`src/rtl/svm_ctrl_pkg.sv`:
```
// Shared control definitions for the release scheduler and its downstream delay counter:
// FSM state encoding, count width and the saturating in-flight counter step.
package svm_ctrl_pkg;

  // Must match the width of the downstream delay counter.
  localparam int CNT_W = 8;

  typedef enum logic [1:0] {
    IDLE   = 2'd0,
    ACTIVE = 2'd1,
    FULL   = 2'd2,
    DRAIN  = 2'd3
  } state_e;

  // +1 on capture only, -1 on release only, hold otherwise; clamps at 0 and max_cnt.
  function automatic logic [CNT_W-1:0] step_count(
    input logic [CNT_W-1:0] cnt,
    input logic             inc,
    input logic             dec,
    input logic [CNT_W-1:0] max_cnt
  );
    logic [CNT_W-1:0] nxt;
    nxt = cnt;
    if (inc && !dec && (cnt != max_cnt)) begin
      nxt = cnt + 1'b1;
    end else if (dec && !inc && (cnt != '0)) begin
      nxt = cnt - 1'b1;
    end
    return nxt;
  endfunction

endpackage

```
`src/rtl/release_scheduler_if.sv`:
```
// Upstream item handshake plus drain request for the release scheduler.
interface release_scheduler_if;
  logic in_valid;
  logic in_ready;
  logic drain_req;

  modport master (
    output in_valid,
    output drain_req,
    input  in_ready
  );

  modport slave (
    input  in_valid,
    input  drain_req,
    output in_ready
  );
endinterface

```
`src/rtl/pulse_delay_line.sv`:
```
// Single-bit shift register: a pulse on in reappears on out DEPTH cycles later.
module pulse_delay_line #(
  parameter int DEPTH = 4
) (
  input  logic clk,
  input  logic rst,
  input  logic in,
  output logic out
);

  logic [DEPTH-1:0] stage_q;
  logic [DEPTH-1:0] stage_d;

  // NOTE: every bit of stage_d is assigned on every pass, so no latch is inferred.
  always_comb begin
    stage_d    = stage_q;
    stage_d[0] = in;
    for (int i = 1; i < DEPTH; i++) begin
      stage_d[i] = stage_q[i-1];
    end
  end

  // NOTE: the line is reset (not left to flush) so releases scheduled before rst are dropped.
  always_ff @(posedge clk or posedge rst) begin
    if (rst) begin
      stage_q <= '0;
    end else begin
      stage_q <= stage_d;
    end
  end

  assign out = stage_q[DEPTH-1];

endmodule

```
`src/rtl/release_scheduler.sv`:
```
// Accepts items, pulses capture_l one cycle later and release_l LATENCY cycles after that,
// tracks the in-flight count and supports a drain that empties the pipeline.
module release_scheduler
  import svm_ctrl_pkg::*;
#(
  parameter int LATENCY      = 4,
  parameter int MAX_INFLIGHT = 16
) (
  input  logic                clk,
  input  logic                rst,
  release_scheduler_if.slave  bus,
  output logic                capture_l,
  output logic                release_l,
  output logic [CNT_W-1:0]    inflight,
  output logic                drain_done
);

  localparam logic [CNT_W-1:0] MAX_CNT = CNT_W'(MAX_INFLIGHT);
  localparam logic [CNT_W:0]   MAX_OUT = (CNT_W+1)'(MAX_INFLIGHT);

  state_e           state_q,      state_d;
  logic             capture_q,    capture_d;
  logic [CNT_W-1:0] inflight_q,   inflight_d;
  logic             drain_done_q, drain_done_d;

  logic             release_w;
  logic             in_ready_w;
  logic             accept;
  logic [CNT_W:0]   outstanding;
  logic [CNT_W:0]   outstanding_next;

  // Outstanding = counted in-flight items plus an acceptance whose capture is still registered.
  assign outstanding = {1'b0, inflight_q} + {{CNT_W{1'b0}}, capture_q};
  assign in_ready_w  = (state_q != DRAIN) && (outstanding < MAX_OUT);
  // A drain request wins over an item offered in the same cycle.
  assign accept      = bus.in_valid && in_ready_w && !bus.drain_req;

  always_comb begin
    capture_d        = accept;
    inflight_d       = step_count(inflight_q, capture_q, release_w, MAX_CNT);
    outstanding_next = {1'b0, inflight_d} + {{CNT_W{1'b0}}, accept};
    state_d          = state_q;
    drain_done_d     = 1'b0;

    case (state_q)
      IDLE: begin
        if (bus.drain_req) begin
          drain_done_d = 1'b1;
        end else if (accept) begin
          state_d = ACTIVE;
        end
      end
      ACTIVE: begin
        if (bus.drain_req) begin
          state_d = DRAIN;
        end else if (outstanding_next == '0) begin
          state_d = IDLE;
        end else if (outstanding_next >= MAX_OUT) begin
          state_d = FULL;
        end
      end
      FULL: begin
        if (bus.drain_req) begin
          state_d = DRAIN;
        end else if (release_w) begin
          state_d = ACTIVE;
        end
      end
      DRAIN: begin
        // in_ready is low here, so nothing new can be captured while waiting.
        if (outstanding_next == '0) begin
          state_d      = IDLE;
          drain_done_d = 1'b1;
        end
      end
      default: begin
        state_d = IDLE;
      end
    endcase
  end

  // NOTE: state is updated with non-blocking assignments so every flop samples pre-edge values.
  always_ff @(posedge clk or posedge rst) begin
    if (rst) begin
      state_q      <= IDLE;
      capture_q    <= 1'b0;
      inflight_q   <= '0;
      drain_done_q <= 1'b0;
    end else begin
      state_q      <= state_d;
      capture_q    <= capture_d;
      inflight_q   <= inflight_d;
      drain_done_q <= drain_done_d;
    end
  end

  // Fed from the registered capture so release lands exactly LATENCY cycles after capture_l.
  pulse_delay_line #(
    .DEPTH (LATENCY)
  ) u_delay (
    .clk (clk),
    .rst (rst),
    .in  (capture_q),
    .out (release_w)
  );

  assign bus.in_ready = in_ready_w;
  assign capture_l    = capture_q;
  assign release_l    = release_w;
  assign inflight     = inflight_q;
  assign drain_done   = drain_done_q;

endmodule

```
`src/flat_wrapper.sv`:
```
// flat-port wrapper written by rule: the top's interface ports become plain ports
module release_scheduler_flat import svm_ctrl_pkg::*;
#(
  parameter int LATENCY      = 4,
  parameter int MAX_INFLIGHT = 16
)
  (clk, rst, capture_l, release_l, inflight, drain_done, bus_in_valid, bus_drain_req, bus_in_ready);
  release_scheduler_if bus_i ();
  input  logic clk;
  input  logic rst;
  output logic capture_l;
  output logic release_l;
  output logic [CNT_W-1:0] inflight;
  output logic drain_done;
  input wire logic [$bits(bus_i.in_valid)-1:0] bus_in_valid;
  input wire logic [$bits(bus_i.drain_req)-1:0] bus_drain_req;
  output wire logic [$bits(bus_i.in_ready)-1:0] bus_in_ready;
  assign bus_i.in_valid = bus_in_valid;
  assign bus_i.drain_req = bus_drain_req;
  assign bus_in_ready = bus_i.in_ready;
  release_scheduler #(.LATENCY(LATENCY), .MAX_INFLIGHT(MAX_INFLIGHT)) u_core (.clk(clk), .rst(rst), .bus(bus_i), .capture_l(capture_l), .release_l(release_l), .inflight(inflight), .drain_done(drain_done));
endmodule
```
`config.mk`:
```
export PLATFORM = sky130hd
export DESIGN_NAME = release_scheduler_flat
export DESIGN_NICKNAME = d
export VERILOG_FILES = /design/src/rtl/svm_ctrl_pkg.sv /design/src/rtl/release_scheduler_if.sv /design/src/rtl/pulse_delay_line.sv /design/src/rtl/release_scheduler.sv /design/src/flat_wrapper.sv
export SDC_FILE = /design/constraint.sdc
export NUM_CORES = 1
export LEC_CHECK = 0
export CAP_MARGIN = 5
export CORE_MARGIN = 1
export CORE_UTILIZATION = 41
export DETAILED_ROUTE_END_ITERATION = 12
export SETUP_SLACK_MARGIN = 0.2
export SYNTH_ARGS = -nofsm -noshare
export SYNTH_HDL_FRONTEND = slang
export SYNTH_HIERARCHICAL = 1
export SYNTH_SLANG_ARGS = --single-unit
```
`constraint.sdc`:
```
create_clock -name clk -period 10.24 [get_ports clk]
set_input_delay 1.024 -clock clk [delete_from_list [all_inputs] [get_ports clk]]
set_output_delay 1.024 -clock clk [all_outputs]
set_load 0.1 [all_outputs]
```
-- Yosys cells after proc, flatten, opt, wreduce, memory -nomap -nowiden
Index checks and enable logic that the tools add are counted.
- $add $sub $neg: 4
- multiply operators: 0
- div/mod/pow operators: 0
- $lt $le $gt $ge: 2
- eq/ne operators: 10
- shift operators: 0
- multiplexer cells: 14
- bitwise operators: 0
- reductions and logical operators: 14
- operator list (kind ; number):
    $add A8 B1 Y9 ; 2
    $mux W2 ; 8
    $mux W8 ; 2
    $ge A9 B5 Y1 const B ; 1
    $logic_not A9 Y1 ; 1
    $lt A9 B5 Y1 const B ; 1
    $add A8 B1 Y8 const B ; 1
    $ne A8 B5 Y1 const B ; 1
    $pmux W2 S4 ; 1
    $reduce_bool A8 Y1 ; 1
    $sub A8 B1 Y8 const B ; 1
    $logic_and A1 B1 Y1 ; 7
    $reduce_and A5 Y1 ; 1
    $eq A2 B2 Y1 const B ; 2
    $ne A2 B1 Y1 const B ; 2
    $ne A2 B2 Y1 const B ; 2
    $ne A4 B2 Y1 const B ; 1
    $logic_not A1 Y1 ; 3
    $ne A3 B3 Y1 const B ; 1
    $eq A2 B1 Y1 const B ; 1
    $logic_not A2 Y1 ; 1
    $mux W1 ; 2
    $pmux W1 S2 ; 1
- bits in registers: 16
- latch bits: 0
- RAM bits: 0
- memory bits (read-only): 0
- input bits: 4
- output and inout port bits: 12
- logic and storage cells: 49
- memories kept: 0

-- Logic depth before layout (Yosys ltp)
- depth after elaboration: 11
- gate-level depth with buffers: 15
- depth with buffers taken out: 15

-- By module
The synthesis kept the hierarchy.
- by module, submodules not included (module ; instances ; cells an instance ; area each (um^2) ; sequential area each (um^2)):
    release_scheduler ; 1 ; 136 ; 1224.9 ; 300.3
    pulse_delay_line ; 1 ; 5 ; 103.8 ; 100.1

-- Worst setup path after synthesis
No wires, ideal clock.
- path kind: reg-to-reg
- start: register u_core.inflight_q[5], in the netlist u_core/inflight[5]
- end: register u_core.state_q[1]
- library setup time: 0.129 ns
- data arrival time: 4.874 ns
- data required time: 10.111 ns
- path slack: 5.237 ns
- cell stages (with the launch flop): 14
- buffers on the path: 1
- clock period less this slack: 5.003 ns
- cell sequence: dfrtp_1 -> buf_6 -> nor4_4 -> nand2b_1 -> a21oi_1 -> and3b_1 -> ha_1 -> ha_1 -> nor2_1 -> nand2_1 -> or4b_4 -> nand3_2 -> a31oi_1 -> a2111o_1
- longest elaborated chain between the ends: 10
- elaborated cells on any way between the ends: 23
- those cells by class: add/sub: 4; order compare: 2; eq/ne: 4; mux: 5; reduce/logical: 8
- RTL lines (what ; RTL line ; source):
    from (decl) ; release_scheduler.sv:23 ; logic [CNT_W-1:0] inflight_q, inflight_d;
    from (signal assigned) ; release_scheduler.sv:92 ; inflight_q <= inflight_d;
    $add A8 B1 Y9 * ; release_scheduler.sv:33 ; assign outstanding = {1'b0, inflight_q} + {{CNT_W{1'b0}}, capture_q};
    $lt A9 B5 Y1 * ; release_scheduler.sv:34 ; assign in_ready_w = (state_q != DRAIN) && (outstanding < MAX_OUT);
    $logic_and A1 B1 Y1 * ; release_scheduler.sv:34 ;
    named net bus_in_ready ; flat_wrapper.sv:17 ; output wire logic [$bits(bus_i.in_ready)-1:0] bus_in_ready;
    $logic_and A1 B1 Y1 * (2 in series) ; release_scheduler.sv:36 ; assign accept = bus.in_valid && in_ready_w && !bus.drain_req;
    named net u_core.accept ; release_scheduler.sv:28 ; logic accept;
    parallel branches: the longest is 5 deep, another holds $add A8 B1 Y9 ; - ;
    to (signal assigned) ; release_scheduler.sv:90 ; state_q <= state_d;
    to (decl) ; release_scheduler.sv:21 ; state_e state_q, state_d;
Mark *: on every way through the listed nets, which the timed path passes.
A chain may end at the register's enable or synchronous reset.

-- Final worst setup path
- start: register u_core.inflight_q[1], in the netlist u_core/inflight[1]
- end: register u_core.state_q[1]
- elaborated cells on any way between the ends: 23
- those cells by class: add/sub: 4; order compare: 2; eq/ne: 4; mux: 5; reduce/logical: 8
- RTL lines (what ; RTL line ; source):
    $reduce_bool A8 Y1 ; svm_ctrl_pkg.sv:26 ; end else if (dec && !inc && (cnt != '0)) begin
    $logic_and A1 B1 Y1 ; svm_ctrl_pkg.sv:26 ;
    $mux W8 ; svm_ctrl_pkg.sv:26 ;
    $mux W8 * ; svm_ctrl_pkg.sv:24 ; if (inc && !dec && (cnt != max_cnt)) begin
    named net u_core.inflight_d[0] ; release_scheduler.sv:23 ;
    $add A8 B1 Y9 * ; release_scheduler.sv:41 ; outstanding_next = {1'b0, inflight_d} + {{CNT_W{1'b0}}, accept};
    parallel branches: the longest is 4 deep, another holds $ge A9 B5 Y1 ; - ;
Marked as above.

==> results.toml <==
[status]
status = "finished clean"

[detailed_routing]
wl_per_cell_um = 14.7
wl_um = 2910
first_iter_violations = 26
route.vias.total = 1105
via_per_inst = 5.58
drc = 0
first_pass_iters = 4
ant_nets = 0

[die]
die_area_mm2 = 0.00347
chipWidth_um = 58.9
io_pins = 16
start_util = 0.435
die_h_um = 58.9
num_rows = 20
core_area_mm2 = 0.00305

[yosys]
ys.warnings.count = 6
yosys.cell_types.count = 58
synth_cells = 141
seq_area_frac_synth = 0.301
synth.avg_cell_area_um2 = 9.42
syn_area_mm2 = 0.00133
synth-seq-cells = 16
synth_nets = 155
synth_edf_count = 0
synth_ff_type = "dfrtp_1"
synthArstFlopShare = 1.00

[clocking]
cts_tree = "yes"
htreeDepth = 1
numCtsBuffers = 3
ctsHoldBuffers = 0
cts_post_setup_buffers_inserted = 0
root_buffer = "clkbuf_4"
cts.sinks = 16
insertion_delay_ns = 0.28
clock_path_buffers = 2
clk_pin_slew_ns = 0.09
cts_resized = 0

[placed_design]
portBuffers = 15
dp_hpwl_um = 2240
gp_congestion = 0.853

[final_layout]
final_common_cell = "dfrtp_1"
mostFrequentLayoutCells = "dfrtp_1 (16), clkdlybuf4s50_1 (15), nor2_1 (14), inv_1 (11), ha_1 (10)"
fin_nets = 169
antenna_cells = 0
area_delta_synth_final_pct = 14.5
drive_gt1_frac = 0.0974

[timing]
fmax_ghz = 0.266
rsz0062_at_grt = "false"
post-route-period-util = 0.367
finalMaxSlewViolations = 0
finClkSkew_ns = 0.00322
slew-limit-headroom = 0.340
tightest_slew_ns = 0.986
fin_crit_ns = 3.75
setup_violations = 0
tns_ns = 0
hold_violations = 0

[global_route]
grt_pass1_wl_um = 5040
grt_overflow = 0
grt_use_total = 0.193
antenna_found_initial = 0
grt_pass1_vias = 1082
grt_max_degree = 15

[setup_path]
crit_type = "reg -> reg"
crit_arrival_ns = 3.92
cp.required_ns = 10.41
worstPathMaxFanout = 9
crit_family = "simple AND/OR/NAND/NOR gates"
cp_slowest_stage_delay_ns = 0.49
crit_top_cell = "ha_1"
worstPathCellList = "inv_1 -> ha_1 -> nor4b_4 -> and2_1 -> a21boi_0 -> xnor2_1 -> ha_1 -> ha_1 -> nor2_1 -> nand2_1 -> or4b_4 -> nand3_2 -> a31oi_1 -> a2111o_1"
end_kind = "register"
crit_buf_inv = 1
start_kind = "register"
slowest_stage = "dfrtp_1"

[worst_hold_path]
hp-class = "reg -> reg"

[flow_run]
drv_cap = 0
## metrics by stage
step	hold WS, ns	cell area (µm²)	instances	util	setup slack, ns
global placement	0.339	1490	194	0.486	6.48
CTS	0.367	1520	198	0.498	6.48
finish	0.361	1520	198	0.498	6.49
global route	0.372	1520	198	0.498	6.17
detailed placement	0.345	1490	194	0.486	6.40
floorplan	0.331	1330	141	-	5.24
## state kept, by name, summed over array words and instances, names as in the netlist
name                    flops
u_core/capture_l            1
u_core/state_q              2
u_core/u_delay/stage_q      4
u_core/drain_done           1
u_core/inflight             8
## cell type report
cell class / instances / area [µm²]
clock buffers: 4 / 36.3
fillers: 302 / 1530
inverters: 12 / 45.0
multi-input cells: 107 / 835
flip-flops and latches: 16 / 400
well taps: 44 / 55.1
repair buffers: 15 / 150
## per-layer routing
| metal | up-vias | track usage | share of wire | routed length, µm |
|---|---|---|---|---|
| li1 | 552 | - | - | - |
| met5 | - | 0 | 0 | 0 |
| met3 | 2 | 0.0418 | 0.041 | 119 |
| met1 | 532 | 0.249 | 0.46 | 1350 |
| met4 | 0 | 0.0850 | 0.0058 | 17 |
| met2 | 19 | 0.310 | 0.49 | 1420 |
## logic make-up (layout without fill, tap and decap cells)
logic type	Yosys count	after routing	synth area share
buffers and inverters	18	31	0.0706
multiplexers	1	1	0.00753
XOR/XNOR	6	6	0.0395
adder cells (fa/ha/maj)	10	10	0.0942
AND/OR/NAND/NOR	57	57	0.277
AO/OA/AOI/OAI	33	33	0.210
flip-flops	16	16	0.301
## synth_stat cells, drive strengths merged (2+ instances only)
master / count / area share
a22oi: 3 / 0.021
xnor2: 4 / 0.026
o21ai: 3 / 0.011
a2bb2oi: 2 / 0.013
xor2: 2 / 0.013
nand3b: 2 / 0.011
and3: 3 / 0.014
dfrtp: 16 / 0.30
nand2: 8 / 0.023
nand2b: 2 / 0.0094
nor2b: 2 / 0.0094
inv: 12 / 0.034
ha: 10 / 0.094
nor3b: 2 / 0.011
nor2: 15 / 0.044
nand3: 4 / 0.019
a211oi: 3 / 0.030
nor4: 2 / 0.021
buf: 6 / 0.037
o21bai: 2 / 0.011
and2: 2 / 0.011
a2111oi: 2 / 0.018
a21oi: 3 / 0.011
and3b: 3 / 0.020
nor3: 3 / 0.011
a31oi: 3 / 0.014
## worst paths after layout
| path | depth (start not counted) | slack (ns) | startpoint | endpoint |
|---|---|---|---|---|
| max | 14 | 6.49 | u_core/inflight[1] | u_core/state_q[1] |
| min | 0 | 0.36 | u_core/u_delay/stage_q[2] | u_core/u_delay/stage_q[3] |
| max in group asynchronous | 2 | 8.84 | rst | u_core/inflight[4] |
| min reg2reg | 0 | 0.36 | u_core/u_delay/stage_q[2] | u_core/u_delay/stage_q[3] |
| max reg2reg | 14 | 6.49 | u_core/inflight[1] | u_core/state_q[1] |
| min in group asynchronous | 2 | 0.94 | rst | u_core/u_delay/stage_q[2] |
Power is not shown: default switching activity piles up to over one toggle a cycle in this logic, so the estimate is an artifact.
==> RTL edit 1: new RTL, config.mk and constraints unchanged <==
Make the reset (`rst`) synchronous in 2 clocked blocks.
--- a/src/rtl/pulse_delay_line.sv
+++ b/src/rtl/pulse_delay_line.sv
@@ -21,7 +21,7 @@
   end
 
   // NOTE: the line is reset (not left to flush) so releases scheduled before rst are dropped.
-  always_ff @(posedge clk or posedge rst) begin
+  always_ff @(posedge clk) begin
     if (rst) begin
       stage_q <= '0;
     end else begin
--- a/src/rtl/release_scheduler.sv
+++ b/src/rtl/release_scheduler.sv
@@ -80,7 +80,7 @@
   end
 
   // NOTE: state is updated with non-blocking assignments so every flop samples pre-edge values.
-  always_ff @(posedge clk or posedge rst) begin
+  always_ff @(posedge clk) begin
     if (rst) begin
       state_q      <= IDLE;
       capture_q    <= 1'b0;
Formal check against the unedited RTL: differs if rst is asserted again (counterexample within 4 cycles, from zero or initial values and one cycle with rst high); with rst held inactive, the same outputs for 10 cycles.
==> RTL edit 1 against the unedited design <==
Sequential cell count did not move; global-route usage rose by 0.58 points; the run now ends with design-rule violations left; count of clock-buffer cells in the layout did not move; area after synthesis fell by 4.3%; register-to-register slack got worse by 90 ps; worst setup slack got worse by 260 ps; wire length rose by 4.3%; first-iteration DRC count rose by 130%; hold slack improved by 88 ps; final area fell by 5.0%; critical endpoint is now bus_in_ready.
Power is left out: it rests on default switching activity, and per cell area and clock period it moved more than threefold.
==> RTL edit 1: results (changes against the unedited design) <==
{| class="wikitable"
! Metric !! Value
|-
| Outcome || complete, but fails checks
|-
| Violated checks || design-rule violations
|-
| DRT Pass-1 Iters || 8 (+4)
|-
| Largest net degree at the start of global routing || 18 (+3)
|-
| Mapped Avg Cell Area || 8.77 um2 (-7.0%)
|-
| PnR worst setup slack || 6230 ps (-258 ps)
|-
| Crit Reg-Reg Endpoint || u_core/state_q[0]
|-
| Proportion of synthesized chip area in sequential cells || 0.252 (-0.0493)
|-
| Number of global-route vias before repair || 1044 (-3.5%)
|-
| Drt initial violations || 60 (+130%)
|-
| Wl on met1 || 1.42 mm (+5.0%)
|-
| # placed instances || 184 (-5.2%)
|-
| Placement Cell Area || 1410 um2 (-5.1%)
|-
| Cell depth of the worst min-delay path || 1 (+1)
|-
| Hold WS || 449 ps (+87.6 ps)
|-
| Number of distinct library cells after synthesis || 55 (-5.2%)
|-
| Layout cell share with drive strength beyond 1 || 0.102 (+0.00451)
|-
| Clock Latency Late Sink || 300 ps (+20 ps)
|-
| Clock slew at reported path FFs || 110 ps (+20 ps)
|-
| Place WS || 6310 ps (-96.9 ps)
|-
| Drt wl/cell || 16.1 um (+9.8%)
|-
| Post-Synthesis Net Count || 159 (+2.6%)
|-
| Sum of met3 wire segment lengths after detailed routing || 181 um (+52%)
|-
| Commonest cells in the synthesized netlist || sky130_fd_sc_hd__dfxtp_1, sky130_fd_sc_hd__nor2_1, sky130_fd_sc_hd__inv_1, sky130_fd_sc_hd__ha_1, sky130_fd_sc_hd__nor2b_1
|-
| Post-route non-filler standard cell count || 188 (-5.1%)
|-
| Worst setup skew after layout || 18.8 ps (+15.6 ps)
|-
| Detailed placer's ending HPWL || 2.15 mm (-4.0%)
|-
| Residual DRC || 1 (+1)
|-
| Largest fanout of any net on the critical path || 12 (+3)
|-
| Layout filler cell count || 301 (-0.33%)
|-
| WP data arrival || 2990 ps (-930 ps)
|-
| Worst slew pin tran || 969 ps (-17.1 ps)
|-
| Top flip-flop cell by instance count after synthesis || sky130_fd_sc_hd__dfxtp_1
|-
| Startpoint of the most critical register-to-register path || u_core/inflight[0]
|-
| FF-to-FF setup slack || 6400 ps (-90 ps)
|-
| Post-synthesis async set-or-reset flop share || 0 (-1.00)
|-
| Global-route wire length before repair || 5.05 mm (+0.26%)
|}
-- RTL edit 1: cell count changes after synthesis, sizes merged, moves of 3 or more --
cell	before	now
dfrtp	16	0
dfxtp	0	16
nor2b	2	9
nand2	8	5
-- RTL edit 1: area by class of cell --
type                            instances  area [um2]  share of cell area
Multi-Input combinational cell        111         858               0.594
Sequential cell                        16         320               0.222
Timing Repair Buffer                   15         150               0.104
Inverter                               11        41.3              0.0286
Tap cell                               31        38.8              0.0268
Clock buffer                            4        36.3              0.0251
-- RTL edit 1: metal layers --
| layer | vias up | GRT usage |
|---|---|---|
| li1 | 561 | - |
| met1 | 530 | 0.265 |
| met2 | 37 | 0.312 |
| met3 | 7 | 0.0647 |
| met4 | 0 | 0.0510 |
| met5 | - | 0 |
-- RTL edit 1: critical path, cell delays in order (launching register included) --
cell and delay (ps):
sky130_fd_sc_hd__dfxtp_1 450, sky130_fd_sc_hd__or3_4 440, sky130_fd_sc_hd__a2111oi_1 550, sky130_fd_sc_hd__clkdlybuf4s50_1 1240
-- RTL edit 1: cell families (layout without fill, tap and decap cells) --
family,after synthesis,after routing,synth area share
muxes,2,2,0.0167
and+or+nand+nor,61,61,0.315
DFF,16,16,0.252
xor gates and xnor gates,5,5,0.0345
AOI/OAI and AO/OA,33,33,0.211
adders and majority gates,10,10,0.0984
buffers and inverters,18,30,0.0728
-- RTL edit 1: worst max-delay path by stage --
stage,from,endpoint
after floorplan,u_core/inflight[5],u_core/state_q[0]
after global placement,bus_drain_req,u_core/state_q[0]
after detailed placement,bus_drain_req,u_core/state_q[0]
after CTS,u_core/inflight[5],bus_in_ready
after global routing,u_core/inflight[0],u_core/state_q[0]
final,u_core/inflight[5],bus_in_ready
==> RTL edit 2: new RTL, same flow settings <==
Made on the original files. `MAX_INFLIGHT` is set to 16 in 2 places; all go to 15.
--- a/src/rtl/release_scheduler.sv
+++ b/src/rtl/release_scheduler.sv
@@ -4,7 +4,7 @@
   import svm_ctrl_pkg::*;
 #(
   parameter int LATENCY      = 4,
-  parameter int MAX_INFLIGHT = 16
+  parameter int MAX_INFLIGHT = 15
 ) (
   input  logic                clk,
   input  logic                rst,
--- a/src/flat_wrapper.sv
+++ b/src/flat_wrapper.sv
@@ -2,7 +2,7 @@
 module release_scheduler_flat import svm_ctrl_pkg::*;
 #(
   parameter int LATENCY      = 4,
-  parameter int MAX_INFLIGHT = 16
+  parameter int MAX_INFLIGHT = 15
 )
   (clk, rst, capture_l, release_l, inflight, drain_done, bus_in_valid, bus_drain_req, bus_in_ready);
   release_scheduler_if bus_i ();
Function: same outputs for any inputs over 10 cycles, from zero or initial values and one cycle with rst high; that may be too few to reach the edited logic, so the function may still have changed.
==> RTL edit 2 against the unedited design <==
Sequential cell count is the same; wire length grew 3.1%; cell count shrank 10%; register-to-register slack lost 410 ps; core utilization grew 1.0 points; global-route usage grew 0.33 points; first-iteration DRC count grew 54%; area after synthesis shrank 4.2%; critical path depth shrank 7; final area shrank 4.7%; worst setup slack lost 570 ps; critical endpoint is now bus_in_ready; largest cell class unchanged.
Power is not shown: default switching activity piles up to over one toggle a cycle in this logic, so the estimate is an artifact.
==> RTL edit 2: results (changes against the unedited design) <==
{| class="wikitable"
! Metric !! Value
|-
| Outcome || finished clean
|-
| Layout filler cell count || 270 (-11%)
|-
| Layout cell share with drive strength beyond 1 || 0.122 (+0.0250)
|-
| Cell types occupying the most area after synthesis || sky130_fd_sc_hd__dfrtp_1, sky130_fd_sc_hd__ha_1, sky130_fd_sc_hd__inv_1
|-
| Fin nets || 165 (-2.4%)
|-
| Post-Synthesis Net Count || 149 (-3.9%)
|-
| Gr usage total || 0.196 (+0.00328)
|-
| Critical path capture point || bus_in_ready
|-
| Gate family responsible for the most delay along the worst path || buffers and inverters
|-
| Post-Synth Adder-Cell Area || 0.118 (+0.0238)
|-
| Commonest cells in the synthesized netlist || sky130_fd_sc_hd__dfrtp_1, sky130_fd_sc_hd__ha_1, sky130_fd_sc_hd__inv_1, sky130_fd_sc_hd__nand2_1
|-
| Global-route wire length before repair || 4.83 mm (-4.1%)
|-
| Mux share of post-synthesis cell area || 0.00885 (+0.00132)
|-
| Number of distinct library cells after synthesis || 51 (-12%)
|-
| Largest net degree at the start of global routing || 13 (-2)
|-
| Drt initial violations || 40 (+54%)
|-
| Placement Cell Area || 1430 um2 (-3.9%)
|-
| R2R cell count || 15 (+1)
|-
| Place WS || 6160 ps (-245 ps)
|-
| Crit-path slowest cell || sky130_fd_sc_hd__clkdlybuf4s50_1
|-
| Worst slew pin tran || 968 ps (-18.7 ps)
|-
| Average via count per standard cell || 6.35 (+14%)
|-
| WP data arrival || 3300 ps (-620 ps)
|-
| Critical Setup Path Class || reg2out
|-
| Proportion of synthesized chip area in sequential cells || 0.315 (+0.0133)
|}
RTL edit 2: kinds of logic (layout without fill, tap and decap cells):
family                     after synthesis  count (layout)
AOI/OAI and AO/OA                       35              35
xor gates and xnor gates                 6               6
adders and majority gates               12              12
buffers and inverters                   17              31
and+or+nand+nor                         46              46
muxes                                    1               1
DFF                                     16              16
RTL edit 2: worst min path at each step:
stage                                         start                        end  slack [ps]  depth (start not counted)
after floorplan           u_core/u_delay/stage_q[0]  u_core/u_delay/stage_q[1]         330                          0
after global placement    u_core/u_delay/stage_q[0]  u_core/u_delay/stage_q[1]         340                          0
after detailed placement  u_core/u_delay/stage_q[0]  u_core/u_delay/stage_q[1]         340                          0
after CTS                 u_core/u_delay/stage_q[0]  u_core/u_delay/stage_q[1]         370                          0
after global routing      u_core/u_delay/stage_q[1]  u_core/u_delay/stage_q[2]         370                          0
final                     u_core/u_delay/stage_q[0]  u_core/u_delay/stage_q[1]         360                          0
RTL edit 2: cell type report:
type | instances | area share
inverters | 13 | 0.0336
well taps | 31 | 0.0267
multi-input cells | 100 | 0.544
clock buffers | 3 | 0.0155
flip-flops and latches | 16 | 0.276
repair buffers | 15 | 0.104
RTL edit 2: through the flow:
stage / hold slack (ps) / std cells
floorplan: 331 / 133
global placement: 337 / 175
detailed placement: 342 / 175
CTS: 369 / 178
global route: 373 / 178
finish: 364 / 178
RTL edit 2: routing by layer:
layer	wire [um]	track usage
met1	1300	0.235
met2	1470	0.329
met3	162	0.0670
met4	66	0.0714
met5	0	0
RTL edit 2: worst register-to-register path: cells and delay by family (launching register included):
kind | cells | cell delay (ps)
and+or+nand+nor | 7 | 1760
AOI/OAI and AO/OA | 4 | 700
adders and majority gates | 3 | 680
DFF | 1 | 530
muxes | 1 | 380
